**src/rtl/keypad_scanner.sv**
```systemverilog
// 4x3 matrix keypad scanner with shared scan/debounce counter and registered decoded outputs.
// Optional KEYPAD_CLICK_EN adds a one-cycle click pulse on every accepted press.
module keypad_scanner #(
  parameter int unsigned SCAN_CYCLES     = 4,
  parameter int unsigned DEBOUNCE_CYCLES = 16
) (
  input  logic       clock,
  input  logic       reset,
  input  logic [3:0] row,
  output logic [2:0] col,
  output logic [3:0] key,
  output logic       alarm_button,
  output logic       time_button,
  output logic [1:0] dbg_state
`ifdef KEYPAD_CLICK_EN
  ,
  output logic       click
`endif
);

  localparam int unsigned MAX_CYC = (SCAN_CYCLES > DEBOUNCE_CYCLES) ? SCAN_CYCLES : DEBOUNCE_CYCLES;
  localparam int          CW      = $clog2(MAX_CYC);
  localparam logic [CW-1:0] SCAN_LAST = CW'(SCAN_CYCLES - 1);
  localparam logic [CW-1:0] DEB_LAST  = CW'(DEBOUNCE_CYCLES - 1);
  localparam logic [3:0]    NOKEY     = 4'hA;

  typedef enum logic [1:0] {
    SCAN        = 2'd0,
    DEB_PRESS   = 2'd1,
    HELD        = 2'd2,
    DEB_RELEASE = 2'd3
  } state_t;

  // Handshake-free block: row is sampled every cycle, outputs are level-valid registers.
  state_t        state_q;
  logic [1:0]    col_idx_q;
  logic [1:0]    row_idx_q;
  logic [CW-1:0] cnt_q;
  logic [2:0]    col_q;
  logic [3:0]    key_q;
  logic          alarm_q;
  logic          time_q;
`ifdef KEYPAD_CLICK_EN
  logic          click_q;
`endif

  logic [CW-1:0] cnt_inc_d;
  logic [1:0]    col_idx_nxt_d;
  logic [1:0]    low_row_d;
  logic          row_bit_d;

  function automatic logic [2:0] col_drive(input logic [1:0] c);
    logic [2:0] drv;
    case (c)
      2'd0:    drv = 3'b110;
      2'd1:    drv = 3'b101;
      2'd2:    drv = 3'b011;
      default: drv = 3'b110;
    endcase
    return drv;
  endfunction

  // Returns {key, alarm_button, time_button} for a captured (row, column).
  function automatic logic [5:0] decode(input logic [1:0] r, input logic [1:0] c);
    logic [3:0] r4;
    logic [3:0] k;
    logic [5:0] res;
    r4  = {2'b00, r};
    k   = r4 + r4 + r4 + {2'b00, c} + 4'd1;
    res = {NOKEY, 1'b0, 1'b0};
    if (r != 2'd3) begin
      res = {k, 1'b0, 1'b0};
    end else begin
      case (c)
        2'd0:    res = {NOKEY, 1'b1, 1'b0};
        2'd1:    res = {4'h0,  1'b0, 1'b0};
        2'd2:    res = {NOKEY, 1'b0, 1'b1};
        default: res = {NOKEY, 1'b0, 1'b0};
      endcase
    end
    return res;
  endfunction

  always_comb begin
    cnt_inc_d     = (cnt_q == '1) ? cnt_q : cnt_q + 1'b1;
    col_idx_nxt_d = (col_idx_q == 2'd2) ? 2'd0 : col_idx_q + 2'd1;
    row_bit_d     = row[row_idx_q];
    if (!row[0])      low_row_d = 2'd0;
    else if (!row[1]) low_row_d = 2'd1;
    else if (!row[2]) low_row_d = 2'd2;
    else              low_row_d = 2'd3;
  end

  always_ff @(posedge clock or negedge reset) begin
    if (!reset) begin
      state_q   <= SCAN;
      col_idx_q <= 2'd0;
      row_idx_q <= 2'd0;
      cnt_q     <= '0;
      col_q     <= 3'b110;
      key_q     <= NOKEY;
      alarm_q   <= 1'b0;
      time_q    <= 1'b0;
`ifdef KEYPAD_CLICK_EN
      click_q   <= 1'b0;
`endif
    end else begin
`ifdef KEYPAD_CLICK_EN
      click_q <= 1'b0;
`endif
      case (state_q)
        SCAN: begin
          if (cnt_q >= SCAN_LAST) begin
            cnt_q <= '0;
            if (row == 4'hF) begin
              col_idx_q <= col_idx_nxt_d;
              col_q     <= col_drive(col_idx_nxt_d);
            end else begin
              row_idx_q <= low_row_d;
              state_q   <= DEB_PRESS;
            end
          end else begin
            cnt_q <= cnt_inc_d;
          end
        end
        DEB_PRESS: begin
          if (row_bit_d) begin
            cnt_q   <= '0;
            state_q <= SCAN;
          end else if (cnt_q == DEB_LAST) begin
            cnt_q   <= '0;
            state_q <= HELD;
            {key_q, alarm_q, time_q} <= decode(row_idx_q, col_idx_q);
`ifdef KEYPAD_CLICK_EN
            click_q <= 1'b1;
`endif
          end else begin
            cnt_q <= cnt_inc_d;
          end
        end
        HELD: begin
          if (row_bit_d) begin
            cnt_q   <= '0;
            state_q <= DEB_RELEASE;
          end
        end
        DEB_RELEASE: begin
          // A low bit here is a release bounce: outputs untouched, no new click.
          if (!row_bit_d) begin
            cnt_q   <= '0;
            state_q <= HELD;
          end else if (cnt_q == DEB_LAST) begin
            cnt_q     <= '0;
            state_q   <= SCAN;
            key_q     <= NOKEY;
            alarm_q   <= 1'b0;
            time_q    <= 1'b0;
            col_idx_q <= col_idx_nxt_d;
            col_q     <= col_drive(col_idx_nxt_d);
          end else begin
            cnt_q <= cnt_inc_d;
          end
        end
        default: begin
          state_q <= SCAN;
          cnt_q   <= '0;
        end
      endcase
    end
  end

  assign col          = col_q;
  assign key          = key_q;
  assign alarm_button = alarm_q;
  assign time_button  = time_q;
  assign dbg_state    = state_q;
`ifdef KEYPAD_CLICK_EN
  assign click        = click_q;
`endif

endmodule

```
**config.mk**
```make
export PLATFORM = sky130hd
export DESIGN_NAME = keypad_scanner
export DESIGN_NICKNAME = d
export VERILOG_FILES = /design/src/rtl/keypad_scanner.sv
export SDC_FILE = /design/constraint.sdc
export NUM_CORES = 1
export LEC_CHECK = 0
export BUFFER_PORTS_ARGS = -buffer_cell sky130_fd_sc_hd__buf_2
export CAP_MARGIN = 20
export CORE_ASPECT_RATIO = 0.7
export CORE_UTILIZATION = 59
export DETAILED_ROUTE_END_ITERATION = 7
export PLACE_DENSITY = 0.89
export REMOVE_ABC_BUFFERS = 1
export SYNTH_ARGS = -nofsm -noshare
export SYNTH_HDL_FRONTEND = slang
export SYNTH_SLANG_ARGS = --single-unit
```
**constraint.sdc**
```tcl
create_clock -name clock -period 4.43 [get_ports clock]
set_clock_uncertainty 0.05 [all_clocks]
set_input_delay 0 -clock clock [delete_from_list [all_inputs] [get_ports clock]]
set_output_delay 0 -clock clock [all_outputs]
set_load 0.005 [all_outputs]
```
==> flow_summary.toml <==
[power_and_ir_drop]
p_clk_share_pct = 20.8
cellLeakagePower_uw = 0.000612
p_int_uw = 289
switchingPower_uw = 138
p_per_area_nw_per_um2 = 324
peakVddDrop_mv = 0.277
p_seq_share_pct = 52.6
pwr-share-comb_pct = 26.6
swShare_pct = 32.3

[finish]
fin_nets = 149
nFillCells = 141
final_cell_mix = "buf_2 (16), dfrtp_1 (15), nand2_1 (14)"
drive_above_1_share_pct = 27.2
final_common_cell = "buf_2"
areaGrowthSynthToFinish_pct = 13.6
utilization_pct = 71.1
stdcell_count = 158
multi_input_area_um2 = 618
seqCellArea_um2 = 480
diodes = 0

[drt]
drt_iter0_markers = 25
drt_wl_total_um = 2250
wl_per_cell_um = 14.3
drtAntennaViolNets = 0
first_pass_iters = 4
via_count = 974
viasPerCell = 6.16
remaining_drc_errors = 0

[setup_path]
critical_path_class = "reg -> reg"
cp-end-kind = "register"
path_cells = "and2_1 -> a22oi_1 -> a221oi_4 -> mux2_2"
arrival_ns = 2.28
crit_path_end = "col[0]"
r2r_slack_ns = 2.30
reg2reg_from = "dbg_state[0]"
rr_endpoint = "col[0]"
critPathLaunch = "dbg_state[0]"
slowest_stage = "dfrtp_1"
crit_fanout = 20
cp-start-kind = "register"
r2r_cells = 4
cpPeakStageDelay_ns = 0.72
required_ns = 4.57

[global_route]
antenna_found_initial = 0
first_global_vias = 786
grt_pass1_wl_um = 3520
grt-ovfl-total = 0
grt_use_total_pct = 24.6
grt_max_degree = 21

[hold_path]
hp-start = "row[3]"
min_path_type = "in -> reg"

[run]
cap_violations = 0

[timing]
period_minus_slack_ns = 2.13
rsz0062_at_grt = "false"
slew_viol_final = 0
tns_ns = 0
fin_crit_sh_pct = 48.2
finalHoldViolations = 0
worst_hold_slack_ns = 0.0252
fmaxAchievable_ghz = 0.469
setup_viol = 0
slew_headroom_pct = 48.3
worst_pin_slew_ns = 0.769

[clock_network]
cts.sinks = 19
cts_buffers = 3
cts_tree = "built"
htree_levels = 1
cts_buffer_depth = 2
post_cts_resized = 0
clkTransAtPathRegs_ns = 0.10
cts_root_buf = "clkbuf_4"
clk_latency_ns = 0.30

[place]
io_buffers = 16
routabilityCongestion = 0.844
hpwlAfterDp_um = 1650
dp.cells = 150

[synthesis]
ys_async_sr_fraction_pct = 100
syn_inst = 116
yosys_warnings = 0
synth.distinct_cells = 38
synth_top_flop_cell = "dfrtp_1"
syn-cell-area_um2 = 1160
synth.top_cell.area_share_pct = 32.3
avgSynthCellArea_um2 = 10.0
synth_edf_count = 0
ys_seq_area_share_pct = 41.4
synth.area.top_cells = "dfrtp_1 (32%), dfstp_2 (9.1%), mux2_2 (8.7%), nand2_1 (4.5%), ha_1 (4.3%)"
yosys.area.top_type = "dfrtp_1"
ys_ff_latch = 19

[floorplan]
rows = 13
fp.dieH_um = 39.1
fp.dieW_um = 55.0
dieArea_um2 = 2150
io_pins = 17
initial_core_util_pct = 62.6
fp.coreArea_um2 = 1850

[run_status]
status = "finished, final reports clean"
==> flip-flops by register name, indices dropped and copies added (netlist names), named ones only <==
signal,cells
alarm_button,1
cnt_q,4
row_idx_q,2
key,4
dbg_state,1
col_idx_q,2
col,3
time_button,1
==> worst min path at each step <==
stage / slack, ns / endpoint / cells after the start
after floorplan: -0.35 / async pin / 0
after global placement: -0.1 / key[0] / 1
after detailed placement: -0.09 / alarm_button / 1
after CTS: 0.02 / row_idx_q[0] / 4
after global routing: 0.05 / row_idx_q[1] / 4
final: 0.03 / row_idx_q[0] / 4
==> metal layers <==
metal | vias to the layer above | GRT usage (%) | wire, um
li1 | 457 | - | -
met1 | 477 | 34.2 | 1010
met2 | 40 | 36.4 | 1070
met3 | 0 | 8.24 | 173
met4 | 0 | 5.63 | 0
met5 | - | 0 | 0
==> worst max-delay path, delay by kind of cell, from the launching register on <==
family          cells  cell delay [ns]
mux                 1             0.38
flops               1             0.72
simple gates        1             0.37
compound gates      2             0.50
==> Yosys cell counts, types with 2 or more instances <==
cell and n:
dfrtp_1 15, nand2_1 14, inv_1 12, mux2_2 9, o21ai_0 8, a21oi_1 6, nor2_1 5, dfstp_2 4
ha_1 4, a31oi_1 2, and2_1 2, and3_1 2, buf_2 2, fa_1 2, mux2i_1 2, nand3_1 2
nor3_1 2, nor4_1 2, o2111ai_1 2
==> repair_timing <==
action                    CTS  global route
hold buffers                4             0
hold endpoints to repair   21             0
buffers inserted            0             0
==> area by class of cell <==
cell class	count	share of cell area (%)
clock buffers	3	1.71
inverters	12	3.42
multi-input cells	81	46.9
repair buffers	20	9.11
well taps	22	2.09
flip-flops and latches	19	36.4
clock inverters	1	0.380
==> metrics by stage <==
stage | instance area (um^2) | total power [uW] | setup slack [ns]
after detailed placement | 1250 | 338 | 2.30
final | 1320 | 428 | 2.30
after CTS | 1320 | 429 | 2.28
after global routing | 1320 | 456 | 2.17
after global placement | 1250 | 328 | 2.37
after floorplan | 1140 | 295 | 2.40
==> cells by family (layout without fill, tap and decap cells) <==
logic type      Yosys count  in the layout  share of synthesized area (%)
xor+xnor                  2              2                           2.16
fa+ha+maj                 6              6                           7.76
flops                    19             19                           41.4
simple gates             35             35                           15.0
mux                      12             12                           12.4
buf+inv                  16             36                           5.39
compound gates           26             26                           16.0
==> power groups by stage <==
stage	clock [uW]	sequential, uW	combinational [uW]
after global placement	0	225	104
after detailed placement	0	227	111
after CTS	92.0	224	113
after floorplan	0	225	70.1
after global routing	98.5	228	129
final	89.2	225	114
Note: power is estimated with default switching activity, not from simulation.
